--- src/rtl/alien_sprite_engine_if.sv ---
// alien_sprite_engine_if: sprite ROM bus, row/col address out and colour word back one clk later.
interface alien_sprite_engine_if;
  logic [2:0]  rom_row;
  logic [3:0]  rom_col;
  logic [11:0] rom_data;
  modport master (output rom_row, rom_col, input rom_data);
  modport slave (input rom_row, rom_col, output rom_data);
endinterface

--- src/rtl/alien_sprite_engine.sv ---
// alien_sprite_engine: one alien's march/step-down/life state plus a 2-stage ROM-aligned pixel output.
// Define ALIEN_HIT_FLASH_EN to add a red-flash DYING phase of 8 frames before DEAD.
module alien_sprite_engine #(
  parameter int X_START     = 100,
  parameter int Y_START     = 40,
  parameter int X_MIN       = 0,
  parameter int X_MAX       = 639,
  parameter int Y_LAND      = 440,
  parameter int STEP_X      = 2,
  parameter int STEP_Y      = 8,
  parameter int MOVE_DIV    = 4,
  parameter int SCALE_SHIFT = 1
) (
  input  logic                         clk,
  input  logic                         reset_n,
  input  logic                         video_on,
  input  logic [9:0]                   pixel_x,
  input  logic [9:0]                   pixel_y,
  input  logic                         refresh_tick,
  input  logic                         hit,
  input  logic                         restart,
  alien_sprite_engine_if.master        rom,
  output logic                         alien_on,
  output logic [11:0]                  rgb_out,
  output logic [9:0]                   alien_x,
  output logic [9:0]                   alien_y,
  output logic                         alive,
  output logic                         landed
);
  localparam logic [11:0] W = 12'(11 << SCALE_SHIFT);
  localparam logic [11:0] H = 12'(8 << SCALE_SHIFT);
  localparam int CW = MOVE_DIV > 8 ? $clog2(MOVE_DIV) : 3;
  typedef enum logic [2:0] {
    MOVE_R,
    MOVE_L,
`ifdef ALIEN_HIT_FLASH_EN
    DYING,
`endif
    DEAD,
    LANDED
  } state_t;
  state_t        state;
  logic [CW-1:0] cnt;
  logic [11:0]   xw, yw, px, py, dx, dy, y_down;
  logic          in_region, stage0_on, opaque, moving, step, edge_r, edge_l, flash, pix_on;
  assign xw = {2'b0, alien_x};
  assign yw = {2'b0, alien_y};
  assign px = {2'b0, pixel_x};
  assign py = {2'b0, pixel_y};
  assign dx = px - xw;
  assign dy = py - yw;
  assign in_region = px >= xw && px < xw + W && py >= yw && py < yw + H;
  assign rom.rom_col = in_region ? 4'(dx >> SCALE_SHIFT) : 4'd0;
  assign rom.rom_row = in_region ? 3'(dy >> SCALE_SHIFT) : 3'd0;
  assign opaque = rom.rom_data != 12'hFFF;
  assign moving = state == MOVE_R || state == MOVE_L;
  assign step = refresh_tick && moving && cnt == CW'(MOVE_DIV - 1);
  assign edge_r = xw + W + 12'(STEP_X) > 12'(X_MAX + 1);
  assign edge_l = xw < 12'(X_MIN + STEP_X);
  assign y_down = yw + 12'(STEP_Y);
  assign pix_on = stage0_on && opaque && state != DEAD;
`ifdef ALIEN_HIT_FLASH_EN
  assign flash = state == DYING;
`else
  assign flash = 1'b0;
`endif
  always_ff @(posedge clk or negedge reset_n)
    if (!reset_n) begin
      state     <= MOVE_R;
      alien_x   <= 10'(X_START);
      alien_y   <= 10'(Y_START);
      cnt       <= '0;
      alive     <= 1'b1;
      landed    <= 1'b0;
      stage0_on <= 1'b0;
      alien_on  <= 1'b0;
      rgb_out   <= 12'h000;
    end else begin
      stage0_on <= in_region && video_on;
      alien_on  <= pix_on;
      rgb_out   <= pix_on ? (flash ? 12'hF00 : rom.rom_data) : 12'h000;
      if (restart) begin
        state   <= MOVE_R;
        alien_x <= 10'(X_START);
        alien_y <= 10'(Y_START);
        cnt     <= '0;
        alive   <= 1'b1;
        landed  <= 1'b0;
      end else if (hit && (moving || state == LANDED)) begin
        landed <= 1'b0;
`ifdef ALIEN_HIT_FLASH_EN
        state  <= DYING;
        cnt    <= '0;
`else
        state  <= DEAD;
        alive  <= 1'b0;
`endif
      end else if (refresh_tick && moving) begin
        cnt <= step ? '0 : cnt + 1'b1;
        if (step) begin
          if (state == MOVE_R && !edge_r) alien_x <= alien_x + 10'(STEP_X);
          else if (state == MOVE_L && !edge_l) alien_x <= alien_x - 10'(STEP_X);
          else begin
            alien_y <= 10'(y_down);
            landed  <= y_down + H >= 12'(Y_LAND);
            state   <= y_down + H >= 12'(Y_LAND) ? LANDED : (state == MOVE_R ? MOVE_L : MOVE_R);
          end
        end
      end
`ifdef ALIEN_HIT_FLASH_EN
      else if (refresh_tick && state == DYING) begin
        cnt <= cnt + 1'b1;
        if (cnt == CW'(7)) begin
          state <= DEAD;
          alive <= 1'b0;
        end
      end
`endif
    end
endmodule
--- src/flat_wrapper.sv ---
// flat-port wrapper written by rule: the top's interface ports become plain ports
module alien_sprite_engine_flat 
#(
  parameter int X_START     = 100,
  parameter int Y_START     = 40,
  parameter int X_MIN       = 0,
  parameter int X_MAX       = 639,
  parameter int Y_LAND      = 440,
  parameter int STEP_X      = 2,
  parameter int STEP_Y      = 8,
  parameter int MOVE_DIV    = 4,
  parameter int SCALE_SHIFT = 1
)
  (clk, reset_n, video_on, pixel_x, pixel_y, refresh_tick, hit, restart, alien_on, rgb_out, alien_x, alien_y, alive, landed, rom_rom_row, rom_rom_col, rom_rom_data);
  alien_sprite_engine_if rom_i ();
  input  logic clk;
  input  logic reset_n;
  input  logic video_on;
  input  logic [9:0] pixel_x;
  input  logic [9:0] pixel_y;
  input  logic refresh_tick;
  input  logic hit;
  input  logic restart;
  output logic alien_on;
  output logic [11:0] rgb_out;
  output logic [9:0] alien_x;
  output logic [9:0] alien_y;
  output logic alive;
  output logic landed;
  output wire logic [$bits(rom_i.rom_row)-1:0] rom_rom_row;
  output wire logic [$bits(rom_i.rom_col)-1:0] rom_rom_col;
  input wire logic [$bits(rom_i.rom_data)-1:0] rom_rom_data;
  assign rom_rom_row = rom_i.rom_row;
  assign rom_rom_col = rom_i.rom_col;
  assign rom_i.rom_data = rom_rom_data;
  alien_sprite_engine #(.X_START(X_START), .Y_START(Y_START), .X_MIN(X_MIN), .X_MAX(X_MAX), .Y_LAND(Y_LAND), .STEP_X(STEP_X), .STEP_Y(STEP_Y), .MOVE_DIV(MOVE_DIV), .SCALE_SHIFT(SCALE_SHIFT)) u_core (.clk(clk), .reset_n(reset_n), .video_on(video_on), .pixel_x(pixel_x), .pixel_y(pixel_y), .refresh_tick(refresh_tick), .hit(hit), .restart(restart), .rom(rom_i), .alien_on(alien_on), .rgb_out(rgb_out), .alien_x(alien_x), .alien_y(alien_y), .alive(alive), .landed(landed));
endmodule
--- config.mk ---
export PLATFORM = sky130hd
export DESIGN_NAME = alien_sprite_engine_flat
export DESIGN_NICKNAME = d
export VERILOG_FILES = /design/src/rtl/alien_sprite_engine_if.sv /design/src/rtl/alien_sprite_engine.sv /design/src/flat_wrapper.sv
export SDC_FILE = /design/constraint.sdc
export NUM_CORES = 1
export LEC_CHECK = 0
export ABC_AREA = 1
export CAP_MARGIN = 40
export CELL_PAD_IN_SITES_DETAIL_PLACEMENT = 0
export CELL_PAD_IN_SITES_GLOBAL_PLACEMENT = 1
export CORE_AREA = 2 2 105 107
export DETAILED_ROUTE_END_ITERATION = 10
export DIE_AREA = 0 0 107 109
export PLACE_DENSITY_LB_ADDON = 0.1
export SLEW_MARGIN = 40
export SYNTH_ARGS = -nofsm -noshare
export SYNTH_HDL_FRONTEND = slang
export SYNTH_SLANG_ARGS = --single-unit
--- constraint.sdc ---
create_clock -name clk -period 2.9 [get_ports clk]
set_clock_uncertainty 0.05 [all_clocks]
set_input_delay 0.725 -clock clk [delete_from_list [all_inputs] [get_ports clk]]
set_output_delay 0.725 -clock clk [all_outputs]
set_load 0.05 [all_outputs]
* Word-level counts from Yosys, hierarchy flattened *
Cells that the tools add are included.

storage, ports and cells
  register bits after elaboration = 42
  input port bits = 38
  output and inout bits = 42
  word-level logic and storage cells = 97

cells by class
  $add $sub $neg = 10
  $lt $le $gt $ge = 7
  equal/unequal tests = 10
  muxes and demuxes = 35
  reduce and logical (&&, ||, !) cells = 26

operator list
  operator               count
  $mux 10                12
  $mux 3                 12
  $add 10x5->11 const B  2
  $lt 10x11->1           2
  $ge 10x10->1           2
  $add 12x2->12 const B  1
  $add 12x5->12 const B  1
  $ge 12x9->1 const B    1
  $gt 12x10->1 const B   1
  $mux 12                1
  $ne 12x12->1 const B   1
  $add 10x4->11 const B  1
  $logic_and 1x1->1      11
  $add 10x2->10 const B  1
  $lt 10x2->1 const B    1
  $sub 10x2->10 const B  1
  $mux 1                 9
  $ne 3x2->1 const B     3
  $reduce_bool 3->1      3
  $reduce_and 4->1       2
  $eq 3x2->1 const B     2
  $ne 2x2->1 const B     3
  $reduce_bool 2->1      3
  $reduce_and 5->1       1
  other kinds (9)        11

* Depth between registers and ports, before layout *
Gate-level depths: netlist (run 1).

  depth after elaboration = 10
  depth in mapped cells = 20
  depth with buffers taken out = 20

* Worst setup path before layout (run 1) *
OpenSTA, ideal clock, no wires.

  kind = register to output
  from = reg u_core.alien_x[1]
  to = out rom_rom_col[0]
  data arrival time = 3.373 ns
  data required time = 2.125 ns
  path slack = -1.248 ns
  stages on the path, launching flop included = 17
  path buffers = 0
  cell sequence = dfrtp_1 > inv_1 > ha_1 > inv_1 > nand2_1 > nand2_1 > nand2_1 > nand2_1 > inv_1 > ha_1 > nand2_1 > o21ai_0 > o211ai_1 > a21boi_0 > o21ai_0 > nand3_1 > nor2_1

on the way
  cells in the longest elaborated chain, start to end = 6
  elaborated cells between the ends (all ways) = 8
  those cells by class = add/sub: 2; order compare: 2; mux: 1; reduce/logical: 3

RTL lines
  item                             line                        text
  from (decl)                      alien_sprite_engine.sv:25   output logic [9:0] alien_x,
  from (signal assigned)           alien_sprite_engine.sv:70   alien_x <= 10'(X_START);
  from (signal assigned)           alien_sprite_engine.sv:84   alien_x <= 10'(X_START);
  from (signal assigned)           alien_sprite_engine.sv:101  if (state == MOVE_R && !edge_r) alien_x <= alien_x + 10'(STEP_X);
  $add 10x5->11                    alien_sprite_engine.sv:52   assign in_region = px >= xw && px < xw + W && py >= yw && py < yw + H;
  $lt 10x11->1                     alien_sprite_engine.sv:52
  $logic_and 1x1->1 (3 in series)  alien_sprite_engine.sv:52
  $mux 4 *                         alien_sprite_engine.sv:53   assign rom.rom_col = in_region ? 4'(dx >> SCALE_SHIFT) : 4'd0;
  to (decl)                        flat_wrapper.sv:31          output wire logic [$bits(rom_i.rom_col)-1:0] rom_rom_col;

Every way passes the cells marked *; elsewhere a longest branch is shown, timed or not.

* Worst setup path in the final report (run 1) *
  from = reg u_core.alien_x[2]
  to = out rom_rom_col[0]

on the way
  cells in the longest elaborated chain, start to end = 6
  elaborated cells between the ends (all ways) = 7
  those cells by class = add/sub: 1; order compare: 2; mux: 1; reduce/logical: 3

RTL lines
  item                               line
  $add 10x5->11                      alien_sprite_engine.sv:52
  $lt 10x11->1                       alien_sprite_engine.sv:52
  $logic_and 1x1->1 * (3 in series)  alien_sprite_engine.sv:52
  $mux 4 *                           alien_sprite_engine.sv:53

Marks and branches as above.

==> impl_metrics.prom, run 1 <==
# TYPE chip_impl_metric gauge
chip_impl_info{name="outcome",value="finished with violations"} 1
chip_impl_info{name="violations",value="negative setup slack"} 1
chip_impl_info{name="setup.worst_path.end_class",value="output port"} 1
chip_impl_metric{name="transition_time_of_the_tightest_slew_check_pin",unit="ns"} 0.585
chip_impl_metric{name="flow.area_growth_from_synthesis",unit="%"} 61.9
chip_impl_metric{name="antenna_violations_before_repair",unit=""} 0
chip_impl_metric{name="synth_mux_area_share",unit="%"} 0
chip_impl_info{name="cts.root.buffer_cell",value="sky130_fd_sc_hd__clkbuf_8"} 1
chip_impl_metric{name="worst-path-max-fanout",unit=""} 8
chip_impl_metric{name="clock_tree.htree_level_count",unit=""} 2
chip_impl_info{name="crit_chain",value="inv_4 > ha_4 > inv_2 > nand2_2 > nand2_2 > nand2_2 > nand2_2 > inv_2 > ha_4 > nand4_1 > a21oi_2 > o211ai_1 > a21boi_1 > o21ai_2 > nand3_4 > nor2_4 > buf_12"} 1
chip_impl_info{name="cts_tree",value="done"} 1
chip_impl_metric{name="detailed_placement_wirelength_estimate",unit="mm"} 8.05
chip_impl_metric{name="synth_simple_gate_area_share",unit="%"} 31.1
chip_impl_info{name="cp_common_cell",value="sky130_fd_sc_hd__nand2_2"} 1
chip_impl_metric{name="timing_hold_violations_final",unit=""} 0
chip_impl_info{name="postSynth.topFlopCell",value="sky130_fd_sc_hd__dfrtp_1"} 1
chip_impl_metric{name="first_global_vias",unit=""} 3712
chip_impl_metric{name="clk_path_buf_depth",unit=""} 2
chip_impl_metric{name="total_number_of_yosys_warnings",unit=""} 0
chip_impl_metric{name="setup_violators_final",unit=""} 7
chip_impl_metric{name="syn_area",unit="um2"} 3390
chip_impl_metric{name="fin_tns_setup",unit="ns"} -5.08
chip_impl_metric{name="number_of_buffers_inserted_during_clock_tree_synthesis",unit=""} 5
chip_impl_metric{name="finish.instance_area",unit="um2"} 5490
chip_impl_metric{name="async_flop_share",unit="%"} 100
chip_impl_metric{name="drv.max_cap_violation_count",unit=""} 0
chip_impl_metric{name="floorplan.die.width",unit="um"} 107
chip_impl_metric{name="drc",unit=""} 0
chip_impl_metric{name="floorplan.die_area",unit="um2"} 11700
chip_impl_metric{name="period_share",unit="%"} 125
chip_impl_metric{name="antenna-diode-count",unit=""} 0
chip_impl_metric{name="number_of_enable_type_register_cells_in_the_synthesized_netlist",unit=""} 0
chip_impl_metric{name="placementRows",unit=""} 38
chip_impl_metric{name="io_buffer_count",unit=""} 75
chip_impl_metric{name="drv_slew",unit=""} 0
chip_impl_metric{name="worst_skew_pair.late_latency",unit="ns"} 0.30
chip_impl_metric{name="detail-route-antenna-nets",unit=""} 0
chip_impl_metric{name="timing.final.crit_period",unit="ns"} 3.64
chip_impl_info{name="hold_path_class",value="in -> async"} 1
chip_impl_info{name="crit_path_top_delay_cell",value="sky130_fd_sc_hd__dfstp_4"} 1
chip_impl_metric{name="drive_above_1_share",unit="%"} 29.2
chip_impl_metric{name="die-height",unit="um"} 109
chip_impl_metric{name="hold_buffers",unit=""} 0
chip_impl_metric{name="groute.usage.overall",unit="%"} 18.0
chip_impl_metric{name="worst_ep_required_time",unit="ns"} 2.12
chip_impl_metric{name="final_weighted_congestion_in_routability_driven_placement",unit=""} 0.858
chip_impl_metric{name="r2r.worst_path.cells",unit=""} 18
chip_impl_metric{name="io_pins",unit=""} 80
chip_impl_metric{name="drt-pass1-iter-count",unit=""} 4
chip_impl_metric{name="clock.fmax",unit="MHz"} 275
chip_impl_metric{name="netlist_instances",unit=""} 476
chip_impl_metric{name="static-leakage-power",unit="uW"} 0.00267
chip_impl_metric{name="syn-mean-instance-area",unit="um2"} 7.13
chip_impl_metric{name="slowest_delay",unit="ns"} 0.67
chip_impl_metric{name="worst_ep_arrival_time",unit="ns"} 2.86
chip_impl_metric{name="clkSinkCount",unit=""} 37
chip_impl_metric{name="final.setup.worst_slack",unit="ns"} -0.736
chip_impl_metric{name="synth_sequential_area_ratio",unit="%"} 27.5
chip_impl_metric{name="synth_xor_xnor_area_share",unit="%"} 5.68
chip_impl_metric{name="detailedRoute.firstIterationViolations",unit=""} 120
chip_impl_metric{name="largest_net_degree_at_the_start_of_global_routing",unit=""} 26
chip_impl_metric{name="global_route.overflow_total",unit=""} 0
chip_impl_metric{name="vdd_drop_max",unit="mV"} 0.376
chip_impl_info{name="synth_top_family_by_area",value="simple AND/OR/NAND/NOR gates"} 1
chip_impl_metric{name="worst_slew_margin_rel",unit="%"} 60.8
chip_impl_metric{name="routedWlPerCell",unit="um"} 12.4
chip_impl_metric{name="grt_pass1_wl",unit="mm"} 16.8
chip_impl_metric{name="vias_per_cell",unit=""} 4.60
chip_impl_metric{name="post_synthesis_compound_gate_area_fraction",unit="%"} 10.6
chip_impl_metric{name="synthDistinctLibCells",unit=""} 41
chip_impl_metric{name="finalCoreUtilization",unit="%"} 51.8
chip_impl_info{name="setup_repair_after_global_routing_missed_its_margin",value="yes"} 1
chip_impl_metric{name="initial_core_util",unit="%"} 32.0
chip_impl_metric{name="path_clk_slew",unit="ns"} 0.07
chip_impl_metric{name="final.hold.worst_slack",unit="ns"} 0.372
chip_impl_metric{name="cellPowerDensity",unit="nW/um2"} 550
chip_impl_metric{name="final_nets",unit=""} 732
chip_impl_metric{name="worst_setup_slack_for_register_to_register_paths",unit="ns"} 0.13
chip_impl_info{name="worstSetupStartpointType",value="flop"} 1
chip_impl_info{name="criticalPathCategory",value="reg -> out"} 1
chip_impl_metric{name="postSynthRegisterBits",unit=""} 37
chip_impl_metric{name="yosys.area_share.adder",unit="%"} 15.0
chip_impl_metric{name="post_route_wl",unit="mm"} 9.88
chip_impl_metric{name="detailroute.via_count",unit=""} 3658
chip_impl_metric{name="core",unit="um2"} 10600
chip_impl_metric{name="placed_area",unit="um2"} 5040
## state kept, by name, summed over array words and instances (netlist names)
signal and flops:
u_core.alien_x 9, u_core.alien_y 7, u_core.stage0_on 1, u_core.state 2
u_core.cnt 3, u_core.landed 1, u_core.alien_on 1, u_core.rgb_out 12
u_core.alive 1
## power by group
| group | internal (uW) | switching (uW) |
|---|---|---|
| Clock | 193 | 194 |
| Sequential | 580 | 55.0 |
| Combinational | 920 | 1080 |
| Total | 1690 | 1330 |
## final timing paths
path | start | to
worst min register to register | u_core.alive$_DFFE_PN1P_ | u_core.alive$_DFFE_PN1P_
worst max register to register | u_core.alien_x[2]$_DFFE_PN1P_ | u_core.stage0_on$_DFF_PN0_
worst max-delay path | u_core.alien_x[2]$_DFFE_PN1P_ | rom_rom_col[0]
max in group asynchronous | reset_n | u_core.rgb_out[0]$_DFF_PN0_
min in group clk | u_core.alive$_DFFE_PN1P_ | u_core.alive$_DFFE_PN1P_
worst min-delay path | reset_n | u_core.alien_y[6]$_DFFE_PN0P_
## per-layer routing
metal | global-route usage, % | vias up | wire [um]
met3 | 2.69 | 8 | 280
met5 | 0 | - | 0
li1 | - | 1920 | -
met4 | 3.62 | 0 | 97
met2 | 33.9 | 53 | 5100
met1 | 21.7 | 1677 | 4410
## critical path: cells and delay by family, from the launching register on
kind	cells	cell delay, ns
AO/OA/AOI/OAI	4	0.49
adder cells (fa/ha/maj)	2	0.36
buffers and inverters	4	0.27
flip-flops	1	0.67
AND/OR/NAND/NOR	7	0.76
## layout make-up
cell class | instances | area, um2
Clock buffer | 7 | 86.3
Multi-Input combinational cell | 369 | 2430
Inverter | 63 | 246
Timing Repair Buffer | 178 | 1610
Tap cell | 140 | 175
Clock inverter | 1 | 7.51
Sequential cell | 37 | 940
Fill cell | 1039 | 5110
## metrics by stage
| stage | setup WS [ns] | std cells | power [uW] |
|---|---|---|---|
| after CTS | -0.776 | 787 | 2970 |
| after global routing | -0.956 | 795 | 3300 |
| after global placement | -0.668 | 767 | 2380 |
| after floorplan | -0.593 | 481 | 1700 |
| after detailed placement | -0.730 | 767 | 2400 |
| final | -0.736 | 795 | 3020 |
## layout by cell type (no fill, tap or decap), drive strengths merged
| cell type | synthesis | layout |
|---|---|---|
| nand3 | 50 | 50 |
| clkbuf | 3 | 7 |
| or2 | 1 | 1 |
| xnor2 | 6 | 6 |
| xor2 | 16 | 16 |
| o211ai | 2 | 2 |
| nand2 | 124 | 126 |
| a41oi | 1 | 1 |
| o21ai | 28 | 28 |
| o2111ai | 2 | 2 |
| buf | 11 | 111 |
| fa | 1 | 1 |
| clkdlybuf4s50 | 0 | 67 |
| o211a | 1 | 1 |
| o41ai | 1 | 1 |
| clkinv | 2 | 3 |
| conb | 2 | 7 |
| a211oi | 1 | 1 |
| dfstp | 6 | 6 |
| nor3 | 9 | 9 |
| a31oi | 4 | 4 |
| a21oi | 19 | 19 |
| nor2 | 40 | 40 |
| a21boi | 2 | 2 |
| nand4 | 6 | 6 |
| clkinvlp | 0 | 1 |
| a32o | 1 | 1 |
| dfrtp | 31 | 31 |
| inv | 61 | 60 |
| o31ai | 1 | 1 |
| nand3b | 1 | 1 |
| ha | 39 | 39 |
| nor4 | 4 | 4 |
## kinds of logic after synthesis
kind of cell,Yosys count
compound gates,63
fa+ha+maj,40
other cells,2
buf+inv,77
xor+xnor,22
simple gates,235
flops,37
## synth_stat cells, types with 2 or more instances
cell                        count  area [um2]
sky130_fd_sc_hd__o21ai_1       13        65.1
sky130_fd_sc_hd__nand2_4        3        33.8
sky130_fd_sc_hd__a31oi_1        4        25.0
sky130_fd_sc_hd__o21ai_0       15        75.1
sky130_fd_sc_hd__inv_2          5        18.8
sky130_fd_sc_hd__ha_1          39         488
sky130_fd_sc_hd__o2111ai_1      2        17.5
sky130_fd_sc_hd__nor2_1        40         150
sky130_fd_sc_hd__clkinv_1       2        7.51
sky130_fd_sc_hd__a21boi_0       2        15.0
sky130_fd_sc_hd__nor4_1         4        25.0
sky130_fd_sc_hd__nand2_1      116         435
sky130_fd_sc_hd__nand3_2        2        20.0
sky130_fd_sc_hd__nand4_1        6        37.5
sky130_fd_sc_hd__o211ai_1       2        15.0
sky130_fd_sc_hd__nor3_1         8        40.0
sky130_fd_sc_hd__clkbuf_1       3        11.3
sky130_fd_sc_hd__conb_1         2        7.51
sky130_fd_sc_hd__nand2_2        5        31.3
sky130_fd_sc_hd__dfstp_2        6         158
sky130_fd_sc_hd__nand3_1       47         235
sky130_fd_sc_hd__buf_2          2        10.0
sky130_fd_sc_hd__a21oi_1       19        95.1
sky130_fd_sc_hd__xor2_1        16         140
sky130_fd_sc_hd__buf_6          2        22.5
sky130_fd_sc_hd__buf_4          7        52.6
sky130_fd_sc_hd__dfrtp_1       31         776
sky130_fd_sc_hd__xnor2_1        6        52.6
sky130_fd_sc_hd__inv_1         55         206
## timing repair
action / CTS / global route
cloned: 0 / 2
pin swaps: 17 / 28
setup endpoints to repair: 8 / 27
resized for setup: 25 / 20
setup buffers: 12 / 8
Note: power is estimated with default switching activity, not from simulation.
==> inputs of run 2 (changes only) <==
--- a/config.mk
+++ b/config.mk
@@ -6,6 +6,7 @@
 export NUM_CORES = 1
 export LEC_CHECK = 0
 export ABC_AREA = 1
+export ABC_CLOCK_PERIOD_IN_PS = 2900
 export CAP_MARGIN = 40
 export CELL_PAD_IN_SITES_DETAIL_PLACEMENT = 0
 export CELL_PAD_IN_SITES_GLOBAL_PLACEMENT = 1
==> results of run 2 <==
Final layout, timing and power as in run 1 (identical DEF).
==> inputs of run 3 (changes only) <==
==> constraint.sdc (replaced) <==
create_clock -name clk -period 2.9 [get_ports clk]
set_clock_uncertainty 0.05 [all_clocks]
set_input_delay 0.58 -clock clk [delete_from_list [all_inputs] [get_ports clk]]
set_output_delay 0.58 -clock clk [all_outputs]
set_load 0.05 [all_outputs]
==> impl_metrics.prom, run 3 (synthesis results as in run 1) <==
# TYPE chip_impl_metric gauge
chip_impl_metric{name="detail-route-antenna-nets",unit=""} 0
chip_impl_metric{name="routedWlPerCell",unit="um"} 13.1
chip_impl_metric{name="met3_wirelength",unit="um"} 296
chip_impl_metric{name="floorplan.die_area",unit="um2"} 11700
chip_impl_metric{name="final.hold.worst_slack",unit="ns"} 0.197
chip_impl_metric{name="r2r.worst_path.cells",unit=""} 23
chip_impl_info{name="worstSetupStartpointType",value="flop"} 1
chip_impl_metric{name="worst_ep_arrival_time",unit="ns"} 2.86
chip_impl_metric{name="static-leakage-power",unit="uW"} 0.00261
chip_impl_metric{name="clock.fmax",unit="MHz"} 287
chip_impl_info{name="largest_register",value="u_core.rgb_out"} 1
chip_impl_metric{name="die-height",unit="um"} 109
chip_impl_metric{name="io_pins",unit=""} 80
chip_impl_metric{name="worst-path-max-fanout",unit=""} 8
chip_impl_metric{name="floorplan.die.width",unit="um"} 107
chip_impl_metric{name="flip_flop_count_of_the_largest_register_after_layout",unit=""} 12
chip_impl_info{name="mostFrequentLayoutCell",value="sky130_fd_sc_hd__nand2_1"} 1
chip_impl_metric{name="cellPowerDensity",unit="nW/um2"} 574
chip_impl_metric{name="placementRows",unit=""} 38
chip_impl_metric{name="vias_per_cell",unit=""} 4.68
chip_impl_metric{name="finish.instance_area",unit="um2"} 5480
chip_impl_info{name="timing.critical_path.from",value="u_core.alien_x[2]$_DFFE_PN1P_"} 1
chip_impl_info{name="critical-path-top-delay-family",value="flip-flops"} 1
chip_impl_info{name="cts.root.buffer_cell",value="sky130_fd_sc_hd__clkbuf_8"} 1
chip_impl_metric{name="transition_time_of_the_tightest_slew_check_pin",unit="ns"} 0.603
chip_impl_metric{name="drt-pass1-iter-count",unit=""} 4
chip_impl_metric{name="clock_tree.htree_level_count",unit=""} 2
chip_impl_metric{name="non_filler_cells_final",unit=""} 784
chip_impl_metric{name="timing_hold_violations_final",unit=""} 0
chip_impl_metric{name="drv_slew",unit=""} 0
chip_impl_metric{name="drv.max_cap_violation_count",unit=""} 0
chip_impl_metric{name="drc",unit=""} 0
chip_impl_metric{name="worst_path_depth",unit=""} 15
chip_impl_metric{name="drive_above_1_share",unit="%"} 29.5
chip_impl_metric{name="setup_violators_final",unit=""} 7
chip_impl_metric{name="slowest_delay",unit="ns"} 0.64
chip_impl_metric{name="worst_setup_slack_for_register_to_register_paths",unit="ns"} 0.13
chip_impl_metric{name="post-place-cells",unit=""} 763
chip_impl_metric{name="detailroute.via_count",unit=""} 3669
chip_impl_info{name="crit-reg2reg-capture",value="u_core.alien_x[2]$_DFFE_PN1P_"} 1
chip_impl_info{name="crit_path_top_delay_cell",value="sky130_fd_sc_hd__dfstp_4"} 1
chip_impl_metric{name="detailedRoute.firstIterationViolations",unit=""} 140
chip_impl_info{name="violations",value="negative setup slack"} 1
chip_impl_metric{name="largest_net_degree_at_the_start_of_global_routing",unit=""} 38
chip_impl_metric{name="vdd_drop_max",unit="mV"} 0.354
chip_impl_info{name="cts_tree",value="done"} 1
chip_impl_info{name="worst_r2r_startpoint",value="u_core.alien_x[2]$_DFFE_PN1P_"} 1
chip_impl_metric{name="final_nets",unit=""} 721
chip_impl_metric{name="groute.usage.overall",unit="%"} 18.2
chip_impl_info{name="cp-endpoint",value="rom_rom_col[0]"} 1
chip_impl_metric{name="first_global_vias",unit=""} 3681
chip_impl_metric{name="worst_ep_required_time",unit="ns"} 2.27
chip_impl_metric{name="antenna_violations_before_repair",unit=""} 0
chip_impl_info{name="layout_top_registers",value="u_core.rgb_out (12), u_core.alien_x (9), u_core.alien_y (7)"} 1
chip_impl_info{name="outcome",value="finished with violations"} 1
chip_impl_metric{name="placed_area",unit="um2"} 5010
chip_impl_metric{name="period_share",unit="%"} 120
chip_impl_metric{name="clk_path_buf_depth",unit=""} 2
chip_impl_metric{name="global_route.overflow_total",unit=""} 0
chip_impl_metric{name="worst_skew_pair.late_latency",unit="ns"} 0.29
chip_impl_metric{name="final_weighted_congestion_in_routability_driven_placement",unit=""} 0.831
chip_impl_metric{name="timing.final.crit_period",unit="ns"} 3.49
chip_impl_metric{name="detailed_placement_wirelength_estimate",unit="mm"} 8.08
chip_impl_metric{name="antenna-diode-count",unit=""} 0
chip_impl_info{name="setup.worst_path.end_class",value="output port"} 1
chip_impl_info{name="criticalPathCategory",value="reg -> out"} 1
chip_impl_metric{name="drt-met1-wl",unit="mm"} 4.54
chip_impl_metric{name="core",unit="um2"} 10600
chip_impl_metric{name="flow.area_growth_from_synthesis",unit="%"} 61.6
chip_impl_metric{name="dr_wl_met2",unit="mm"} 5.39
chip_impl_metric{name="grt_pass1_wl",unit="mm"} 17.0
chip_impl_metric{name="initial_core_util",unit="%"} 32.0
chip_impl_metric{name="finalCoreUtilization",unit="%"} 51.7
chip_impl_info{name="crit_chain",value="inv_4 > ha_4 > inv_4 > nand2_4 > buf_4 > nand2_4 > ha_2 > nand4_1 > a21oi_2 > o211ai_1 > a21boi_1 > o21ai_2 > nand3_4 > nor2_4 > buf_12"} 1
chip_impl_info{name="setup_repair_after_global_routing_missed_its_margin",value="yes"} 1
chip_impl_metric{name="post_route_wl",unit="mm"} 10.3
chip_impl_info{name="hold_path_class",value="in -> async"} 1
chip_impl_metric{name="clkSinkCount",unit=""} 37
chip_impl_metric{name="path_clk_slew",unit="ns"} 0.08
chip_impl_metric{name="path_buf_inv",unit=""} 4
chip_impl_metric{name="final.setup.worst_slack",unit="ns"} -0.587
chip_impl_metric{name="number_of_buffers_inserted_during_clock_tree_synthesis",unit=""} 5
chip_impl_metric{name="io_buffer_count",unit=""} 75
chip_impl_metric{name="worst_slew_margin_rel",unit="%"} 59.6
chip_impl_info{name="mostFrequentLayoutCells",value="99 x sky130_fd_sc_hd__nand2_1, 92 x sky130_fd_sc_hd__buf_4, 67 x sky130_fd_sc_hd__clkdlybuf4s50_1"} 1
chip_impl_info{name="top_signal_layer_used",value="met4"} 1
chip_impl_metric{name="hold_buffers",unit=""} 0
[run 3: cell count changes in the layout (fill, tap and decap cells not counted), moves of 2 or more]
| cell | delta |
|---|---|
| sky130_fd_sc_hd__buf_4 | -8 |
| sky130_fd_sc_hd__nand2_2 | -2 |
| sky130_fd_sc_hd__a21oi_2 | +2 |
| sky130_fd_sc_hd__ha_4 | +2 |
| sky130_fd_sc_hd__inv_1 | -2 |
| sky130_fd_sc_hd__a21oi_1 | -2 |
| sky130_fd_sc_hd__ha_1 | -3 |
[run 3: layout make-up]
cell class                      count  area (um2)
Tap cell                          140         175
Multi-Input combinational cell    369        2500
Timing Repair Buffer              167        1510
Fill cell                        1065        5120
Sequential cell                    37         940
Inverter                           63         249
Clock buffer                        6        72.6
Clock inverter                      2        35.0
[run 3: per-stage QoR]
stage / TNS [ns] / total power [uW] / worst slack (ns)
floorplan: -3.02 / 1700 / -0.448
global placement: -2.74 / 2390 / -0.404
detailed placement: -3.28 / 2410 / -0.468
CTS: -9.46 / 3070 / -0.588
global route: -5.20 / 3390 / -0.745
finish: -4.05 / 3140 / -0.587
[run 3: metal layers]
metal | up-vias | GRT usage (%)
met5 | - | 0
met4 | 0 | 2.78
met3 | 7 | 2.99
li1 | 1893 | -
met1 | 1715 | 22.0
met2 | 54 | 34.3
[run 3: worst min path at each step]
| stage | end | start | slack, ns |
|---|---|---|---|
| after floorplan | u_core.alien_on$_DFF_PN0_ | reset_n | 0.23 |
| after global placement | u_core.alive$_DFFE_PN1P_ | u_core.alive$_DFFE_PN1P_ | 0.40 |
| after detailed placement | u_core.alive$_DFFE_PN1P_ | u_core.alive$_DFFE_PN1P_ | 0.41 |
| after CTS | u_core.alien_y[4]$_DFFE_PN0P_ | reset_n | 0.21 |
| after global routing | u_core.alien_y[4]$_DFFE_PN0P_ | reset_n | 0.23 |
| final | u_core.alien_y[6]$_DFFE_PN0P_ | reset_n | 0.20 |
[run 3: repair_timing]
action	4_1_cts	5_1_grt
gates cloned	0	2
endpoints found under the setup margin	8	27
resized for setup	34	25
pin swaps	27	24
setup buffers	11	4
[run 3: where the power goes]
| group | switching, uW | internal [uW] |
|---|---|---|
| registers | 49.5 | 580 |
| clock network | 192 | 255 |
| logic | 1150 | 923 |
